## src/rtl/wb_pkg.sv

```systemverilog
`default_nettype none
// ============================================================================
// Module : wb_pkg
// Brief  : Result-select encodings, load funct3 codes and FSM state type
// Rev    : 1.0
// ============================================================================
package wb_pkg;

  localparam logic [1:0] WB_ALU = 2'b00;
  localparam logic [1:0] WB_MEM = 2'b01;
  localparam logic [1:0] WB_PC4 = 2'b10;
  localparam logic [1:0] WB_IMM = 2'b11;

  localparam logic [2:0] F3_LB  = 3'b000;
  localparam logic [2:0] F3_LH  = 3'b001;
  localparam logic [2:0] F3_LW  = 3'b010;
  localparam logic [2:0] F3_LBU = 3'b100;
  localparam logic [2:0] F3_LHU = 3'b101;

  typedef enum logic [1:0] {
    IDLE     = 2'd0,
    MEM_WAIT = 2'd1,
    COMMIT   = 2'd2
  } wb_state_t;

  // Unknown load codes behave as LW, so they need word alignment.
  function automatic logic load_misaligned(input logic [2:0] f3, input logic [1:0] lo);
    logic r;
    case (f3)
      F3_LB, F3_LBU: r = 1'b0;
      F3_LH, F3_LHU: r = lo[0];
      F3_LW:         r = (lo != 2'b00);
      default:       r = (lo != 2'b00);
    endcase
    return r;
  endfunction

endpackage
`default_nettype wire

```

## src/rtl/wb_stage_load_extend.sv

```systemverilog
`default_nettype none
// ============================================================================
// Module : load_extend
// Brief  : Byte/half/word lane select with sign or zero extension for loads
// Rev    : 1.0
// ============================================================================
module load_extend
  import wb_pkg::*;
#(
  parameter int XLEN = 32
) (
  input  logic [2:0]      i_funct3,
  input  logic [1:0]      i_addr_lo,
  input  logic [XLEN-1:0] i_mem_rdata,
  output logic [XLEN-1:0] o_result
);

  logic [7:0]  w_byte;
  logic [15:0] w_half;

  assign w_byte = i_mem_rdata[{i_addr_lo, 3'b000} +: 8];
  assign w_half = i_mem_rdata[{i_addr_lo[1], 4'b0000} +: 16];

  always_comb begin
    o_result = i_mem_rdata;
    case (i_funct3)
      F3_LB:   o_result = {{(XLEN-8){w_byte[7]}}, w_byte};
      F3_LBU:  o_result = {{(XLEN-8){1'b0}}, w_byte};
      F3_LH:   o_result = {{(XLEN-16){w_half[15]}}, w_half};
      F3_LHU:  o_result = {{(XLEN-16){1'b0}}, w_half};
      F3_LW:   o_result = i_mem_rdata;
      default: o_result = i_mem_rdata;
    endcase
  end

endmodule
`default_nettype wire

```

## src/rtl/wb_stage.sv

```systemverilog
`default_nettype none
// ============================================================================
// Module : wb_stage
// Brief  : Writeback stage; result select, load wait/extend, one-cycle commit.
//          Optional operand forwarding enabled by macro WB_FWD_EN.
// Rev    : 1.0
// ============================================================================
module wb_stage
  import wb_pkg::*;
#(
  parameter int XLEN         = 32,
  parameter int LOAD_TIMEOUT = 64
) (
  input  logic            clk,
  input  logic            rst,
`ifdef WB_FWD_EN
  input  logic [4:0]      rs1,
  input  logic [4:0]      rs2,
  input  logic [XLEN-1:0] rf_rdata1,
  input  logic [XLEN-1:0] rf_rdata2,
  output logic [XLEN-1:0] fwd_data1,
  output logic [XLEN-1:0] fwd_data2,
`endif
  input  logic            in_valid,
  output logic            in_ready,
  input  logic [4:0]      rd_addr,
  input  logic            reg_write,
  input  logic [1:0]      wb_sel,
  input  logic [2:0]      funct3,
  input  logic [1:0]      addr_lo,
  input  logic [XLEN-1:0] alu_result,
  input  logic [XLEN-1:0] pc_plus4,
  input  logic [XLEN-1:0] imm,
  input  logic            mem_rvalid,
  input  logic [XLEN-1:0] mem_rdata,
  output logic            rf_we,
  output logic [4:0]      rf_rd,
  output logic [XLEN-1:0] rf_data,
  output logic            retire,
  output logic            misaligned,
  output logic            timeout
);

  localparam int c_CNT_W = (LOAD_TIMEOUT > 1) ? $clog2(LOAD_TIMEOUT) : 1;
  localparam logic [c_CNT_W-1:0] c_TO_LAST =
    c_CNT_W'((LOAD_TIMEOUT > 0) ? LOAD_TIMEOUT - 1 : 0);

  wb_state_t           r_state;
  wb_state_t           w_state_nxt;
  logic [c_CNT_W-1:0]  r_cnt;
  logic [c_CNT_W-1:0]  w_cnt_nxt;
  logic [4:0]          r_rd_lat;
  logic                r_reg_write;
  logic [2:0]          r_funct3;
  logic [1:0]          r_addr_lo;
  logic [4:0]          r_rf_rd;
  logic [XLEN-1:0]     r_rf_data;
  logic                r_misaligned;
  logic                r_timeout;

  logic                w_xfer;
  logic                w_commit_direct;
  logic                w_load_done;
  logic                w_mis_nxt;
  logic                w_to_nxt;
  logic [XLEN-1:0]     w_sel_data;
  logic [XLEN-1:0]     w_load_data;

  assign in_ready = (r_state == IDLE);
  assign w_xfer   = in_valid && in_ready;

  always_comb begin
    w_sel_data = alu_result;
    case (wb_sel)
      WB_ALU:  w_sel_data = alu_result;
      WB_PC4:  w_sel_data = pc_plus4;
      WB_IMM:  w_sel_data = imm;
      default: w_sel_data = alu_result;
    endcase
  end

  // Extension uses the latched load attributes; the live inputs have moved on.
  load_extend #(.XLEN(XLEN)) u_load_extend (
    .i_funct3    (r_funct3),
    .i_addr_lo   (r_addr_lo),
    .i_mem_rdata (mem_rdata),
    .o_result    (w_load_data)
  );

  always_comb begin
    w_state_nxt     = r_state;
    w_cnt_nxt       = r_cnt;
    w_commit_direct = 1'b0;
    w_load_done     = 1'b0;
    w_mis_nxt       = 1'b0;
    w_to_nxt        = 1'b0;
    case (r_state)
      IDLE: begin
        w_cnt_nxt = '0;
        if (w_xfer) begin
          if (wb_sel != WB_MEM) begin
            w_state_nxt     = COMMIT;
            w_commit_direct = 1'b1;
          end else if (load_misaligned(funct3, addr_lo)) begin
            w_mis_nxt = 1'b1;
          end else begin
            w_state_nxt = MEM_WAIT;
          end
        end
      end
      MEM_WAIT: begin
        // Data arriving on the last allowed cycle still wins over the timeout.
        if (mem_rvalid) begin
          w_state_nxt = COMMIT;
          w_load_done = 1'b1;
          w_cnt_nxt   = '0;
        end else if ((LOAD_TIMEOUT != 0) && (r_cnt == c_TO_LAST)) begin
          w_state_nxt = IDLE;
          w_to_nxt    = 1'b1;
          w_cnt_nxt   = '0;
        end else begin
          w_cnt_nxt = r_cnt + 1'b1;
        end
      end
      COMMIT:  w_state_nxt = IDLE;
      default: w_state_nxt = IDLE;
    endcase
  end

  always_ff @(posedge clk) begin
    if (!rst) begin
      r_state      <= IDLE;
      r_cnt        <= '0;
      r_rd_lat     <= '0;
      r_reg_write  <= 1'b0;
      r_funct3     <= '0;
      r_addr_lo    <= '0;
      r_rf_rd      <= '0;
      r_rf_data    <= '0;
      r_misaligned <= 1'b0;
      r_timeout    <= 1'b0;
    end else begin
      r_state      <= w_state_nxt;
      r_cnt        <= w_cnt_nxt;
      r_misaligned <= w_mis_nxt;
      r_timeout    <= w_to_nxt;
      if (w_xfer) begin
        r_rd_lat    <= rd_addr;
        r_reg_write <= reg_write;
        r_funct3    <= funct3;
        r_addr_lo   <= addr_lo;
      end
      if (w_commit_direct) begin
        r_rf_rd   <= rd_addr;
        r_rf_data <= w_sel_data;
      end else if (w_load_done) begin
        r_rf_rd   <= r_rd_lat;
        r_rf_data <= w_load_data;
      end
    end
  end

  assign rf_we      = (r_state == COMMIT) && r_reg_write && (r_rf_rd != 5'd0);
  assign rf_rd      = r_rf_rd;
  assign rf_data    = r_rf_data;
  assign retire     = (r_state == COMMIT);
  assign misaligned = r_misaligned;
  assign timeout    = r_timeout;

`ifdef WB_FWD_EN
  assign fwd_data1 = (rf_we && (rf_rd == rs1) && (rs1 != 5'd0)) ? rf_data : rf_rdata1;
  assign fwd_data2 = (rf_we && (rf_rd == rs2) && (rs2 != 5'd0)) ? rf_data : rf_rdata2;
`endif

endmodule
`default_nettype wire
```

## config.mk

```make
export PLATFORM = sky130hd
export DESIGN_NAME = wb_stage
export DESIGN_NICKNAME = d
export VERILOG_FILES = /design/src/rtl/wb_pkg.sv /design/src/rtl/wb_stage_load_extend.sv /design/src/rtl/wb_stage.sv
export SDC_FILE = /design/constraint.sdc
export NUM_CORES = 1
export LEC_CHECK = 0
export ABC_AREA = 1
export CORE_ASPECT_RATIO = 2
export CORE_MARGIN = 2
export CORE_UTILIZATION = 39
export DETAILED_ROUTE_END_ITERATION = 10
export PLACE_DENSITY_LB_ADDON = 0.25
export SETUP_SLACK_MARGIN = 0.05
export SLEW_MARGIN = 5
export SYNTH_ARGS = -nofsm -noshare
export SYNTH_HDL_FRONTEND = slang
export SYNTH_HIERARCHICAL = 1
export SYNTH_SLANG_ARGS = --single-unit
```

## constraint.sdc

```tcl
create_clock -name clk -period 2.4 [get_ports clk]
set_input_delay 0.72 -clock clk [delete_from_list [all_inputs] [get_ports clk]]
set_output_delay 0.72 -clock clk [all_outputs]
set_load 0.01 [all_outputs]
```

## Word level (Yosys, flattened, before mapping)

Index checks and enable logic that the tools add are counted.

| operators by class | value |
|---|---|
| bitwise gates (word level) | 4 |
| magnitude comparators | 0 |
| add/sub/neg operators | 1 |
| shift-type cells | 2 |
| multiply operators | 0 |
| reduce and logical (&&, ||, !) cells | 15 |
| div/mod/pow operators | 0 |
| equal/unequal tests | 15 |
| muxes and demuxes | 26 |

Operator list:

| operator | count |
|---|---|
| case mux 32 bit (4 select lines) | 1 |
| two-way mux 32 bit | 2 |
| case mux 32 bit (2 select lines) | 1 |
| indexed part select 32 x 6 -> 16 bit | 1 |
| indexed part select 32 x 6 -> 8 bit | 1 |
| == test 3 bit, second input constant | 4 |
| two-way mux 6 bit | 2 |
| case mux 6 bit (2 select lines) | 1 |
| two-way mux 1 bit | 10 |
| two-way mux 2 bit | 5 |
| two-way mux 5 bit | 2 |
| adder 6 x 1 -> 6 bit, second input constant | 1 |
| == test 2 bit, second input constant | 3 |
| == test 3 x 1 -> 1 bit, second input constant | 2 |
| == test 6 bit, second input constant | 1 |
| logical NOT 3 bit | 2 |
| inequality test 3 bit, second input constant | 2 |
| nonzero test 2 bit | 3 |
| nonzero test 5 bit | 1 |
| inequality test 2 x 1 -> 1 bit, second input constant | 2 |
| inverter 1 bit | 4 |
| case mux 2 bit (2 select lines) | 1 |
| OR reduction 2 bit | 2 |
| OR reduction 4 bit | 1 |
| other kinds (6) | 8 |

| storage, ports and cells | value |
|---|---|
| logic and storage cells | 73 |
| RAM bits | 0 |
| memories kept | 0 |
| input port bits | 145 |
| flip-flop bits (word level) | 58 |
| latch bits | 0 |
| memory bits (read-only) | 0 |
| output and inout port bits | 42 |

## Logic depth before layout (Yosys ltp)

Gate-level depths: netlist of the first run.

| logic depth | value |
|---|---|
| depth after elaboration | 10 |
| gate-level depth with buffers | 12 |
| gate-level depth less buffers | 10 |

## Modules after synthesis

The synthesis of the first run kept the hierarchy.

By module, submodules not included:

| module | seq. area each (um^2) | area an instance (um^2) | times used | cells an instance |
|---|---|---|---|---|
| wb_stage | 1161.1 | 3854.9 | 1 | 649 |
| load_extend | 0.0 | 872.1 | 1 | 169 |

## Least setup slack after synthesis of the first run

OpenSTA, ideal clock, no wires.

| timing | value |
|---|---|
| path kind | input port to flip-flop |
| start | in wb_sel[0] |
| end | reg r_rf_data[16], in the netlist rf_data[16] |
| setup slack | 692 ps |
| stages | 10 |
| library setup time | 109 ps |
| data arrival time | 1599 ps |
| required time | 2291 ps |
| path buffers | 3 |
| cells stage by stage | buf_2 nand2_1 nand2_4 buf_6 buf_6 nand3_2 nand2_1 clkinv_1 nand2_1 inv_1 |

| between the ends | value |
|---|---|
| cells in the longest elaborated chain, start to end | 5 |
| elaborated cells between the ends (all ways) | 9 |
| classes of those cells | 3 x eq/ne; 5 x mux; 1 x reduce/logical |

Ends and longest elaborated chain:

| item | RTL line | source |
|---|---|---|
| from (decl) | wb_stage.sv:28 | `input logic [1:0] wb_sel,` |
| inequality test 2 x 1 -> 1 bit | wb_stage.sv:101 | `if (wb_sel != WB_MEM) begin` |
| two-way mux 1 bit | wb_stage.sv:101 |  |
| two-way mux 1 bit | wb_stage.sv:100 | `if (w_xfer) begin` |
| two-way mux 1 bit | wb_stage.sv:97 | `case (r_state)` |
| two-way mux 32 bit / nonzero test 2 bit (equally long branches) | - |  |
| to (signal assigned) | wb_stage.sv:155 | `r_rf_data <= w_sel_data;` |
| to (signal assigned) | wb_stage.sv:158 | `r_rf_data <= w_load_data;` |
| to (decl) | wb_stage.sv:57 | `logic [XLEN-1:0] r_rf_data;` |

Parallel ways exist; a longest one is shown, timed or not.
A chain may end at the register's enable or synchronous reset.

## Final worst setup path of the first run

| timing | value |
|---|---|
| start | reg r_state[1] |
| end | out rf_we |

| between the ends | value |
|---|---|
| cells in the longest elaborated chain, start to end | 3 |

Ends and longest elaborated chain:

| item | RTL line | source |
|---|---|---|
| from (decl) | wb_stage.sv:48 | `wb_state_t r_state;` |
| from (signal assigned) | wb_stage.sv:143 | `r_state <= w_state_nxt;` |
| == test 2 bit | wb_stage.sv:163 | `assign rf_we = (r_state == COMMIT) && r_reg_write && (r_rf_rd != 5'd0);` |
| logical AND 1 bit (2 in a row) | wb_stage.sv:163 |  |
| to (decl) | wb_stage.sv:36 | `output logic rf_we,` |

Every way passes these cells.

==> results of run 1 <==
==> cells by family (layout without fill, tap and decap cells) <==
family / after synthesis / count (layout) / synth area share
and+or+nand+nor: 527 / 527 / 0.525
xor gates and xnor gates: 1 / 1 / 0.00185
buffers and inverters: 187 / 361 / 0.174
adders and majority gates: 1 / 1 / 0.00265
AOI/OAI and AO/OA: 44 / 44 / 0.0511
DFF: 58 / 58 / 0.246
==> area by class of cell <==
class,count,area [um2]
repair buffers,209,2070
well taps,145,181
clock buffers,10,239
fillers,1177,4760
inverters,136,513
clock inverters,6,88.8
multi-input cells,573,2750
flip-flops and latches,58,1160
==> Yosys cell counts (all sizes together) <==
master	number
nor3	4
xnor2	1
buf	35
o21ai	25
inv	123
clkinv	13
clkbuf	16
a31oi	1
o211ai	3
o21bai	1
or2	3
ha	1
nand2	256
and2	1
nor4	1
nand3	214
a21oi	13
o21a	1
dfxtp	58
nor2	48
==> where the power goes <==
part | total [mW] | internal, mW | leakage, nW | switching [mW]
clock | 1.42 | 0.938 | 0.155 | 0.485
sequential | 1.11 | 1.05 | 0.479 | 0.0600
combinational | 1.23 | 0.609 | 2.93 | 0.624
total | 3.76 | 2.59 | 3.56 | 1.17
==> final timing paths <==
path / start / end / slack, ns
min: r_rd_lat[0] / rf_rd[0] / 0.46
min reg2reg: r_rd_lat[0] / rf_rd[0] / 0.46
max: r_state[1] / rf_we / 0.15
max reg2reg: r_state[1] / rf_data[11] / 0.61
==> through the flow <==
step / cells / utilization / setup slack [ns] / instance area (um2)
floorplan: 818 / - / 0.692 / 4730
global placement: 1121 / 0.567 / 0.0598 / 6670
detailed placement: 1121 / 0.567 / 0.0181 / 6670
CTS: 1137 / 0.595 / 0.0727 / 7000
global route: 1137 / 0.595 / 0.0544 / 7010
finish: 1137 / 0.595 / 0.154 / 7010
==> registers in the layout (all words and copies together), names as in the netlist <==
name / flops
rf_data: 32
r_cnt: 6
r_rd_lat: 5
rf_rd: 5
r_funct3: 3
r_addr_lo: 2
r_state: 2
misaligned: 1
r_reg_write: 1
timeout: 1
==> what timing repair did <==
item / in CTS / in global routing
setup endpoints to repair: 0 / 1
setup buffers: 0 / 0
resized for setup: 0 / 2
==> per-layer routing <==
layer	global-route usage	vias to the layer above	share of wire
li1	-	2888	-
met1	0.260	2567	0.36
met2	0.477	163	0.57
met3	0.0407	23	0.052
met4	0.0773	0	0.023
met5	0	-	0
==> worst min-delay path, delay by kind of cell, from the launching register on <==
| kind | cells | cell delay [ns] |
|---|---|---|
| DFF | 1 | 0.30 |
| and+or+nand+nor | 1 | 0.06 |
| AOI/OAI and AO/OA | 1 | 0.05 |
==> layout by cell type, fill, tap and decap left out, types with 2 or more instances in the layout <==
cell,count
nor3_1,2
nand2_4,3
inv_2,2
buf_2,2
clkdlybuf4s50_1,184
nor2_2,3
nand2_1,251
o21ai_2,2
or2_2,3
buf_4,19
o211ai_1,3
nand3_2,30
nor2_1,43
dfxtp_1,57
clkinv_1,13
clkinvlp_4,2
bufinv_16,2
clkbuf_16,9
nand2_2,2
nand3_1,184
inv_1,120
o21ai_0,17
a21oi_1,13
o21ai_1,6
nor3_2,2
buf_12,4
==> results.tsv, run 1 <==
metric	value	unit
status	finished, final reports clean	
ys_types	33	
io_buffers	186	
drv_cap	0	
drc_errors	0	
vias	5641	
die_x	81.8	um
dr.first_iter.drc_count	292	
yosys_warnings	6	
yosys-top-cells-area	dfxtp_1 (25%), nand2_1 (20%), nand3_1 (19%)	
ys_seq_elements	58	
fmax	0.445	GHz
crit_buf_inv	3	
routed_via_density	4.96	
routedWlPerCell	14.0	um
worst_slew_pin_slew	0.725	ns
finalWeightedCongestion	0.933	
place_hpwl	12.6	mm
cp_cell_sequence	inv_4 > nor2_1 > nand3_1 > inv_1 > clkdlybuf4s50_1	
post-route-min-period	2.25	ns
synthesis.area_per_instance	5.78	um2
hp-class	register to register	
grt_max_degree	65	
setup_violations	0	
slew_headroom	0.516	
crit_required	1.68	ns
postCtsHoldBufs	0	
crit_family	buffers and inverters	
cts_tree	built	
skew	0.00778	ns
synth_top_area_frac	0.246	
drive_above_1_share	0.0938	
min_path_cells	2	
rsz0062_at_grt	no	
antenna_found_initial	0	
syn_inst	818	
syn_nets	964	
cts.sinks	58	
critical_path.max_stage_delay	0.52	ns
ys_seq_area_frac	0.246	
critPathKind	register to output port	
grt_pass1_wl	25.6	mm
setup_tns	0	ns
cp-end-kind	output port	
pin_count	187	
finalHoldViolations	0	
crit_arrival	1.53	ns
die_area	13100	um2
post-route-period-util	0.936	
power.leakage	3.56	nW
core	11800	um2
yosys.area.top_type	dfxtp_1	
rows	56	
cp.depth	5	
worstSkewPairLatency	0.33	ns
diodes	0	
clk_path_buf_depth	2	
crit_fanout	4	
grt_remaining_overflow	0	
whs	0.460	ns
dr.pass1.iters	5	
cts_buffers	9	
grt_pass1_vias	5467	
clk_pin_slew	0.06	ns
htreeDepth	3	
area_growth	48.2	%
initial_core_util	0.402	
drt_wl_total	16.0	mm
power	3.76	mW
startpoint_type	register	
postRouteAntennaNets	0	
slowest_stage	clkdlybuf4s50_1	
root_buffer	clkbuf_16	
ir_drop	387	uV
drv_slew	0	
power_density	537	nW/um2
die_h	160	um
reg2reg_depth	8	
syn_area	4730	um2
finalNetCount	1133	
grtUsageTotal	0.249	
(Power assumes the default switching activity.)
==> run 2, diff against run 1 <==
- SETUP_SLACK_MARGIN: 0.05 -> 0.2
==> run 2 against run 1 <==
- wire length down 0.15%
- critical path depth down 2
- setup slack better by 0.15 ns
- clock-buffer cell count unchanged
- core utilization unchanged
- fmax up 7.0%
- register-to-register slack about the same
- non-clock buffer count unchanged
- cell area unchanged
- clock power about the same
- largest cell class unchanged
==> results.tsv, run 2 (synthesis gave the netlist of run 1 again) <==
metric	value	unit
status	finished, final reports clean	
dr.first_iter.drc_count	292	
switching_share	0.310	
rr_endpoint	rf_data[11]	
regToRegSetupSlack	0.62	ns
routed_via_density	4.96	
worst_slack	0.302	ns
top_usage_layer	met2	
final_common_cell	nand2_1	
routedWlPerCell	14.0	um
skew	0.00881	ns
critPathKind	register to output port	
finalWeightedCongestion	0.933	
rr_startpoint	r_state[1]	
antenna_found_initial	0	
root_buffer	clkbuf_16	
postCtsHoldBufs	0	
rsz0062_at_grt	no	
fmax	0.477	GHz
drc_errors	0	
mostFrequentLayoutCells	nand2_1 (251), nand3_1 (184), clkdlybuf4s50_1 (182), inv_1 (120), dfxtp_1 (57)	
largest_reg_flops	32	
num-fill-cells	1179	
power_frac_seq	0.295	
p_comb_frac	0.327	
dp.cells	1121	
critPathCapture	retire	
post-place-ws	0.0181	ns
initial_core_util	0.402	
crit_fanout	4	
worstHoldStart	r_rd_lat[0]	
dr.pass1.iters	5	
cp-end-kind	output port	
die_area	13100	um2
post-route-min-period	2.10	ns
use_met2	0.477	
hp-class	register to register	
ir_drop	380	uV
post-route-period-util	0.874	
area_growth	48.2	%
core	11800	um2
grt_use_met1	0.260	
finalHoldViolations	0	
io_buffers	186	
diodes	0	
reg2reg_depth	8	
clk_path_buf_depth	2	
grt_pass1_vias	5463	
finalNetCount	1133	
rows	56	
crit_arrival	1.38	ns
drv_slew	0	
die_h	160	um
critPathLaunch	r_state[1]	
power.leakage	3.57	nW
met3_usage	0.0407	
power.switching	1.17	mW
cts_tree	built	
postRouteAntennaNets	0	
cts_setup_buffers	0	
power_density	537	nW/um2
power	3.76	mW
grt_pass1_wl	25.6	mm
drv_cap	0	
drive_above_1_share	0.0948	
cts_buffers	9	
die_x	81.8	um
vias	5642	
setup_tns	0	ns
crit_required	1.68	ns
clk_pin_slew	0.06	ns
p_int	2.59	mW
finalNonFillerCells	1137	
place_hpwl	12.6	mm
power_frac_clock	0.378	
cts.sinks	58	
cts_repair_resize_count	5	
worstSkewPairLatency	0.33	ns
drt_wl_total	15.9	mm
pin_count	187	
grt_remaining_overflow	0	
htreeDepth	3	
grt_max_degree	65	
grtUsageTotal	0.248	
setup_violations	0	
startpoint_type	register	
slew_headroom	0.516	
worst_slew_pin_slew	0.725	ns
final_util	0.595	
## run 2: cell types whose count changed in the layout (fill, tap and decap cells not counted), sizes merged
cell           before  now
clkdlybuf4s50     184  182
dlygate4sd2         0    2
## run 2: layer usage
| layer | up-vias | routed length [um] |
|---|---|---|
| li1 | 2889 | - |
| met1 | 2561 | 5670 |
| met2 | 167 | 9030 |
| met3 | 25 | 858 |
| met4 | 0 | 365 |
| met5 | - | 0 |
## run 2: worst min-delay path by stage
stage	slack [ns]	to	depth (start not counted)
after floorplan	0.44	rf_rd[0]	2
after global placement	0.45	rf_rd[1]	2
after detailed placement	0.45	rf_rd[0]	2
after CTS	0.46	rf_rd[0]	2
after global routing	0.50	r_rd_lat[4]	2
final	0.46	rf_rd[0]	2
## run 2: through the flow
step                      hold slack, ns  cell area [um2]
after global placement             0.449             6670
after floorplan                    0.445             4730
final                              0.461             7010
after detailed placement           0.454             6670
after CTS                          0.464             7010
after global routing               0.503             7010
## run 2: power groups by stage
stage          Clock (mW)  Combinational [mW]  Sequential [mW]
6_report             1.42                1.23             1.11
3_3_place_gp            0                1.23             1.13
3_5_place_dp            0                1.24             1.13
4_1_cts              1.45                1.24             1.11
5_1_grt              1.49                1.37             1.12
2_1_floorplan           0               0.672             1.14
## run 2: area by class of cell
| cell class | count | area, um2 | area share |
|---|---|---|---|
| Sequential cell | 58 | 1160 | 0.166 |
| Clock buffer | 10 | 239 | 0.0341 |
| Inverter | 136 | 513 | 0.0732 |
| Clock inverter | 6 | 88.8 | 0.0127 |
| Tap cell | 145 | 181 | 0.0259 |
| Multi-Input combinational cell | 573 | 2750 | 0.393 |
| Timing Repair Buffer | 209 | 2070 | 0.296 |
## run 2: critical path: stages (launching register included)
cell,delay (ns)
dfxtp_2,0.35
inv_4,0.06
nor2_2,0.10
clkdlybuf4s50_1,0.54
==> run 3, diff against run 2 <==
- RECOVER_POWER: not set -> 25
- SLEW_MARGIN: 5 -> 30
==> run 3 against run 2 <==
- non-clock buffer count did not move
- fmax shrank 0.35%
- via count up 0.21%
- cell area shrank 0.14%
- sequential share of layout area about the same
- largest cell class unchanged
- critical endpoint is now rf_data[1]
- setup slack got worse by 0.0073 ns
- wire length increased by 0.16%
- power about the same
- combinational power about the same
- global-route usage stayed put
- register-to-register slack barely moved
==> results.tsv, run 3 (synthesis gave the netlist of run 1 again) <==
metric	value	unit
core	11800	um2
post-route-min-period	2.11	ns
power.leakage	3.57	nW
rsz0062_at_grt	no	
startpoint_type	primary input	
ir_drop	384	uV
vias	5654	
drive_above_1_share	0.0927	
grt_pass1_wl	25.6	mm
crit_arrival	2.33	ns
final_common_cell	nand2_1	
worstSkewPairLatency	0.33	ns
drc_errors	0	
final_util	0.594	
setup_violations	0	
regToRegSetupSlack	0.62	ns
worst_slew_pin_slew	0.722	ns
initial_core_util	0.402	
finalNonFillerCells	1137	
drt_wl_total	16.0	mm
finalWeightedCongestion	0.933	
routedWlPerCell	14.0	um
die_x	81.8	um
fmax	0.475	GHz
slew_headroom	0.518	
die_area	13100	um2
post-route-period-util	0.877	
largest_reg_flops	32	
drv_cap	0	
whs	0.460	ns
worst_slack	0.295	ns
skew	0.00770	ns
diodes	0	
clk_path_buf_depth	2	
cp-end-kind	register	
dr.first_iter.drc_count	291	
grt_pass1_vias	5463	
grt_remaining_overflow	0	
die_h	160	um
dr.pass1.iters	5	
htreeDepth	3	
antenna_found_initial	0	
post-place-ws	0.0181	ns
pin_count	187	
routed_via_density	4.97	
status	finished, final reports clean	
finalNetCount	1133	
power_density	537	nW/um2
cts.sinks	58	
postRouteAntennaNets	0	
critPathKind	primary input to register	
dp.cells	1121	
crit_fanout	24	
grtUsageTotal	0.248	
crit_required	2.63	ns
root_buffer	clkbuf_16	
drv_slew	0	
cts_tree	built	
hp-class	register to register	
place_hpwl	12.6	mm
num-fill-cells	1183	
mostFrequentLayoutCells	nand2_1 (251), nand3_1 (184), clkdlybuf4s50_1 (178), inv_1 (120), dfxtp_1 (57)	
rows	56	
io_buffers	186	
setup_tns	0	ns
cts_buffers	9	
finalHoldViolations	0	
grt_max_degree	65	
area_growth	48.0	%
clk_pin_slew	0.06	ns
-- run 3: cell types whose count changed in the layout (fill, tap and decap cells not counted), sizes merged --
cell and change:
dlygate4sd3 +4, buf -3, clkbuf +3, clkdlybuf4s50 -4
-- run 3: final cells by class --
type	instances	area [um2]	area share
clock buffers	10	239	0.0342
clock inverters	6	88.8	0.0127
inverters	136	513	0.0733
multi-input cells	573	2750	0.393
flip-flops and latches	58	1160	0.166
well taps	145	181	0.0259
repair buffers	209	2060	0.295
-- run 3: worst max-delay path, cell delays in order --
cell and delay, ns:
dlygate4sd3_1 0.57, inv_1 0.17, nor2_8 0.07, nand2_4 0.09, clkbuf_2 0.39, nand3_1 0.12, nand2_1 0.08, inv_1 0.04
nand2_1 0.04, inv_1 0.03
-- run 3: report_power, final --
part           total (mW)  switching (mW)  leakage, nW  internal, mW
sequential           1.11          0.0602        0.479          1.05
clock                1.42           0.485        0.155         0.938
combinational        1.23           0.624         2.93         0.604
total                3.76            1.17         3.57          2.59
-- run 3: metrics by stage --
step	area [um2]	total power [mW]
2_1_floorplan	4730	1.81
3_3_place_gp	6670	2.35
3_5_place_dp	6670	2.36
4_1_cts	7010	3.80
5_1_grt	7000	3.97
6_report	7000	3.76
-- run 3: routing by layer --
layer	vias to the layer above	GRT usage	wire length, um
li1	2892	-	-
met1	2586	0.260	5760
met2	157	0.477	9060
met3	19	0.0407	800
met4	0	0.0773	334
met5	-	0	0
-- run 3: timing repair --
action                     CTS  global route
hold endpoints to repair     0             0
buffers inserted             0             0
resized for setup            5             0
setup endpoints to repair    3             0
hold buffers                 0             0
-- run 3: worst paths after layout --
check                                 start           to  cells after the start
worst max-delay path               in_valid   rf_data[1]                     10
worst min-delay path            r_rd_lat[0]     rf_rd[0]                      2
worst max register to register   r_state[1]  rf_data[11]                      8
worst min register to register  r_rd_lat[0]     rf_rd[0]                      2
==> edit 1 (config.mk and constraints of run 2) <==
Build with the macro `WB_FWD_EN` defined.
--- a/src/rtl/wb_stage.sv
+++ b/src/rtl/wb_stage.sv
@@ -5,6 +5,8 @@
 //          Optional operand forwarding enabled by macro WB_FWD_EN.
 // Rev    : 1.0
 // ============================================================================
+`define WB_FWD_EN
+
 module wb_stage
   import wb_pkg::*;
 #(
Ports: changed (6 added); port bits go from 187 to 325. The function was not compared with the original's and may differ.
==> edit 1 against run 2 <==
- the flow now finishes with violations (setup timing)
- first-iteration DRC count grew to 3.6 times the old value
- total power grew 29%
- area after synthesis grew 21%
- routed wire length grew 150%
- synthesized cell count grew 26%
- fmax shrank 27%
- register-to-register slack lost 0.08 ns
- global-route usage grew 17 points
- setup slack lost 0.78 ns
- cell area grew 68%
- sequential cell count is the same
==> edit 1: results (changes against run 2) <==
HOLD PATH
---------------------------------------------------------------------------
Hold Crit Start .............................................. r_rd_lat[2]$_SDFFE_PN0N_
Worst hold endpoint .......................................... r_rd_lat[2]$_SDFFE_PN0N_

PLACEMENT
---------------------------------------------------------------------------
Final weighted congestion in routability-driven placement ....        0.979   +4.9%
Post-DP HPWL .................................................    19,600 µm   +56%
Total instance count after detailed placement ................        1,526   +36%
Port buffer count ............................................          324   +74%
Placement-stage worst setup slack ............................    -0.942 ns   -0.960 ns
Placed cell area .............................................     9310 µm²   +39%

SETUP PATH
---------------------------------------------------------------------------
Cell with the largest stage delay on the worst path .......... sky130_fd_sc_hd__nand2_2
Reg2Reg Depth ................................................           11   +3
Crit Path Max Fanout .........................................            6   +2
Flop-to-flop setup slack .....................................      0.54 ns   -0.08 ns
Worst reg2reg path endpoint .................................. rf_data[16]$_SDFFE_PN0P_
Launching element of the worst setup path ....................       rs1[1]
Worst path max stage delay ...................................      0.19 ns   -0.35 ns
Worst endpoint data arrival time .............................      2.16 ns   +0.78 ns

TIMING
---------------------------------------------------------------------------
Relative slew slack ..........................................        63.3%   +12 points
Post-Route Hold Slack ........................................     0.482 ns   +0.0212 ns
Count of final setup violators ...............................           65   +65
Worst Setup Slack, final .....................................    -0.475 ns   -0.777 ns
Clock skew ...................................................   0.00446 ns   -0.00435 ns
Post-route setup TNS .........................................    -23.67 ns   -23.67 ns

OUTCOME
---------------------------------------------------------------------------
Outcome ...................................................... finished with violations
Violated checks .............................................. setup timing

LAYOUT
---------------------------------------------------------------------------
Total number of nets in the final design .....................        1,643   +45%

GRT
---------------------------------------------------------------------------
Maximum number of pins on one net before global-route repair .           52   -20%
Total routing resource utilization after global routing ......        42.0%   +17 points
First-pass GRT wire length ...................................    49,500 µm   +93%

POWER AND IR DROP
---------------------------------------------------------------------------
Fraction of power spent switching nets .......................        38.2%   +7.2 points
Leakage component of the power ...............................      5.43 nW   +52%

ROUTE
---------------------------------------------------------------------------
Number of iterations in the first detailed-routing pass ......            6   +1
Per-cell via count in the routed design ......................         5.82   +17%
WL final .....................................................    39,300 µm   +150%

SYNTH
---------------------------------------------------------------------------
Leading post-synthesis cells by instance count ............... sky130_fd_sc_hd__nand2_1, sky130_fd_sc_hd__nand3_1, sky130_fd_sc_hd__inv_1
Cells taking the most area after synthesis ................... sky130_fd_sc_hd__nand2_1, sky130_fd_sc_hd__dfxtp_1, sky130_fd_sc_hd__nand3_1, sky130_fd_sc_hd__inv_1, sky130_fd_sc_hd__nand3b_1
Netlist cell types ...........................................           36   +9.1%
Count of mapped cells out of synthesis .......................        1,031   +26%
Synthesized net count ........................................        1,251   +30%

==> edit 1: cell count changes after synthesis, sizes merged, moves of 2 or more <==
cell,before,now
xnor2,1,4
nand3b,0,33
nand2,256,456
nor2,48,60
clkbuf,16,11
inv,123,81
buf,35,51
clkinv,13,28
o21ai,25,29
nor3,4,2
nand3,214,191
==> edit 1: worst max-delay path, delay by kind of cell <==
family,cells,cell delay [ns]
buffers and inverters,6,0.80
and+or+nand+nor,4,0.48
xor gates and xnor gates,1,0.17
==> edit 1: final cells by class <==
cell class,count,area [µm²]
multi-input combinational,802,4640
inverter,109,422
clock inverter,3,40.0
sequential,58,1180
clock buffer,13,240
fill,819,2600
antenna,1,2.50
tap,192,240
timing repair buffer,443,4980
==> edit 1: power groups by stage <==
stage               clock, mW  sequential (mW)  combinational [mW]
finish                   1.25             1.28                2.32
floorplan                   0             1.22               0.962
detailed placement          0             1.23                1.89
CTS                      1.26             1.23                2.07
global route             1.29             1.28                2.46
global placement            0             1.23                1.87
==> edit 1: cell families (layout without fill, tap and decap cells) <==
logic type / count (synthesis) / in the layout / share of synthesized area [%]
other: 0 / 1 / 0
XOR/XNOR: 4 / 4 / 0.614
AO/OA/AOI/OAI: 47 / 47 / 4.41
flip-flops: 58 / 58 / 20.3
AND/OR/NAND/NOR: 750 / 750 / 59.5
adder cells (fa/ha/maj): 1 / 1 / 0.219
buffers and inverters: 171 / 568 / 14.9
==> edit 1: routing by layer <==
metal	part of all wire (%)	up-vias	wire length (µm)	track usage, %
met5	0	-	0	0
met4	11	0	4410	33.8
met3	14	331	5650	16.5
met2	45	811	17700	67.6
met1	29	4259	11600	40.8
li1	-	4030	-	-
==> edit 1: what timing repair did <==
item	in CTS	in global routing
gates resized for setup	529	114
pin swaps	56	62
buffers inserted	50	11
gates cloned	16	1
setup endpoints to repair	68	73
==> edit 2 (settings of run 2) <==
Without the edit above. The output `timeout` loses its register stage (`r_timeout` becomes a continuous assignment).
--- a/src/rtl/wb_stage.sv
+++ b/src/rtl/wb_stage.sv
@@ -138,12 +138,10 @@
       r_rf_rd      <= '0;
       r_rf_data    <= '0;
       r_misaligned <= 1'b0;
-      r_timeout    <= 1'b0;
     end else begin
       r_state      <= w_state_nxt;
       r_cnt        <= w_cnt_nxt;
       r_misaligned <= w_mis_nxt;
-      r_timeout    <= w_to_nxt;
       if (w_xfer) begin
         r_rd_lat    <= rd_addr;
         r_reg_write <= reg_write;
@@ -160,6 +158,8 @@
     end
   end
 
+  assign r_timeout = w_to_nxt;
+
   assign rf_we      = (r_state == COMMIT) && r_reg_write && (r_rf_rd != 5'd0);
   assign rf_rd      = r_rf_rd;
   assign rf_data    = r_rf_data;
Formal check against the unedited RTL: same outputs for any inputs over 10 cycles, from zero or initial values and one cycle with rst low; that may be too few to reach the edited logic, so the function may still have changed.
==> edit 2 against run 2 <==
- sequential share of layout area is 0.26 points lower
- total power is 0.45% lower
- sequential cell count is 1 lower
- global-route usage is 1.1 points lower
- area after synthesis is 0.56% lower
- cell area hardly changed
- routed wire length is 3.9% lower
- utilization is 0.053 points higher
- clock skew is 0.0025 ns lower
- synthesized cell count is 0.49% lower
- first-iteration DRC count is 7.2% lower
- worst hold slack worse by 0.0016 ns
- setup slack worse by 0.014 ns
- largest power group unchanged
- highest routed layer unchanged
==> edit 2: results (changes against run 2) <==
POWER AND IR DROP
--------------------------------------------------------------------------------
Maximum VDD drop ..................................................     0.392 mV   +3.0%
Leakage component of the power ....................................      3.61 nW   +1.1%

ROUTE
--------------------------------------------------------------------------------
Total length of routed met2 wires .................................      8310 µm   -8.0%
Number of DRC markers in iteration 0 ..............................          271   -7.2%
Wire length on met1 ...............................................      5740 µm   +1.3%
Total met3 wirelength after detailed routing ......................       793 µm   -7.6%
WL final ..........................................................    15,300 µm   -3.9%
Per-cell via count in the routed design ...........................         4.87   -1.9%

SETUP PATH
--------------------------------------------------------------------------------
Reg2Reg Depth .....................................................            7   -1
Launching element of the worst setup path .........................   mem_rvalid
Worst reg2reg path endpoint ....................................... rf_data[8]$_SDFFE_PN0P_
Worst path max stage delay ........................................      0.25 ns   -0.29 ns
Cell with the largest stage delay on the worst path ............... sky130_fd_sc_hd__dlygate4sd2_1
Crit Path Max Fanout ..............................................            3   -1
Flop-to-flop setup slack ..........................................      0.73 ns   +0.11 ns
Reg2Reg Launch Point .............................................. r_state[0]$_SDFFE_PN0P_

GRT
--------------------------------------------------------------------------------
Total routing resource utilization after global routing ...........        23.8%   -1.1 points
First-pass GRT wire length ........................................    24,000 µm   -6.1%
Maximum number of pins on one net before global-route repair ......           65   unchanged

SYNTH
--------------------------------------------------------------------------------
Complex-gate fraction of the synthesized area .....................        5.08%   -0.025 points
Post-Synth XOR/XNOR Area ..........................................       0.186%   +0.0010 points
Cells taking the most area after synthesis ........................ sky130_fd_sc_hd__dfxtp_1, sky130_fd_sc_hd__nand2_1, sky130_fd_sc_hd__nand3_1, sky130_fd_sc_hd__inv_1, sky130_fd_sc_hd__nand3_2
Average footprint of a synthesized cell ...........................     5.77 µm²   about the same
Share of synthesized flip-flops with an asynchronous set or reset .           0%   unchanged
Leading post-synthesis cells by instance count .................... sky130_fd_sc_hd__nand2_1, sky130_fd_sc_hd__nand3_1, sky130_fd_sc_hd__inv_1
Synthesized net count .............................................          960   -0.41%
Fraction of the yosys area taken by sequential cells ..............        24.3%   -0.29 points
Post-Synth Adder-Cell Area ........................................       0.266%   +0.0015 points

TIMING
--------------------------------------------------------------------------------
Transition at the pin with the smallest max-transition slack ......     0.980 ns   +0.256 ns
Clock skew ........................................................   0.00631 ns   -0.00249 ns
Post-Route Hold Slack .............................................     0.459 ns   -0.00163 ns

LAYOUT
--------------------------------------------------------------------------------
Non-Filler Instances ..............................................        1,140   +0.26%
Fraction of final layout cells sized beyond drive strength 1 ......        10.5%   +0.98 points
Final standard cell area without fillers ..........................     7010 µm²   about the same
Layout fillers ....................................................        1,177   -0.17%

CTS
--------------------------------------------------------------------------------
Buffer depth of the longest clock path ............................            2   unchanged
Clock insertion delay at the later pin of the skew report .........      0.34 ns

OUTCOME
--------------------------------------------------------------------------------
Outcome ........................................................... finished clean

PLACEMENT
--------------------------------------------------------------------------------
Post-DP HPWL ......................................................    12,000 µm   -4.7%
Placed cell area ..................................................     6640 µm²   -0.54%
Final weighted congestion in routability-driven placement .........        0.924   -1.0%

[edit 2: changes by cell type in the layout (fill, tap and decap cells not counted), sizes merged, moves of 2 or more]
cell,delta
buf,+7
nor2,-6
a21oi,+2
clkdlybuf4s50,-2
clkinv,-2
inv,+2
nand2,+2
[edit 2: power by group]
group | total, mW | switching [mW] | internal [mW] | leakage, nW
registers | 1.09 | 0.0552 | 1.03 | 0.471
logic | 1.24 | 0.627 | 0.614 | 2.97
clock network | 1.41 | 0.454 | 0.960 | 0.162
[edit 2: worst max-delay path by stage]
stage                    to  slack (ns)
finish              timeout        0.29
detailed placement  timeout       -0.32
global route        timeout        0.20
floorplan           timeout        0.57
CTS                  retire        0.22
global placement    timeout       -0.33
[edit 2: what timing repair did]
action / 4_1_cts / 5_1_grt
resized for setup: 10 / 2
setup buffers: 5 / 0
setup endpoints to repair: 3 / 2
[edit 2: cells by family (layout without fill, tap and decap cells)]
group                      Yosys count  after routing
and+or+nand+nor                    524            524
xor gates and xnor gates             1              1
buffers and inverters              186            367
adders and majority gates            1              1
DFF                                 57             57
AOI/OAI and AO/OA                   45             45
[edit 2: per-layer routing]
| layer | up-vias | GRT usage (%) |
|---|---|---|
| li1 | 2895 | - |
| met1 | 2473 | 24.9 |
| met2 | 157 | 43.8 |
| met3 | 25 | 5.27 |
| met4 | 0 | 9.77 |
| met5 | - | 0 |
[edit 2: area by class of cell]
type                            instances  area share [%]
Multi-Input combinational cell        571            39.3
Tap cell                              145            2.59
Sequential cell                        57            16.3
Inverter                              136            7.31
Clock inverter                          5            1.11
Clock buffer                           11            3.60
Timing Repair Buffer                  215            29.8
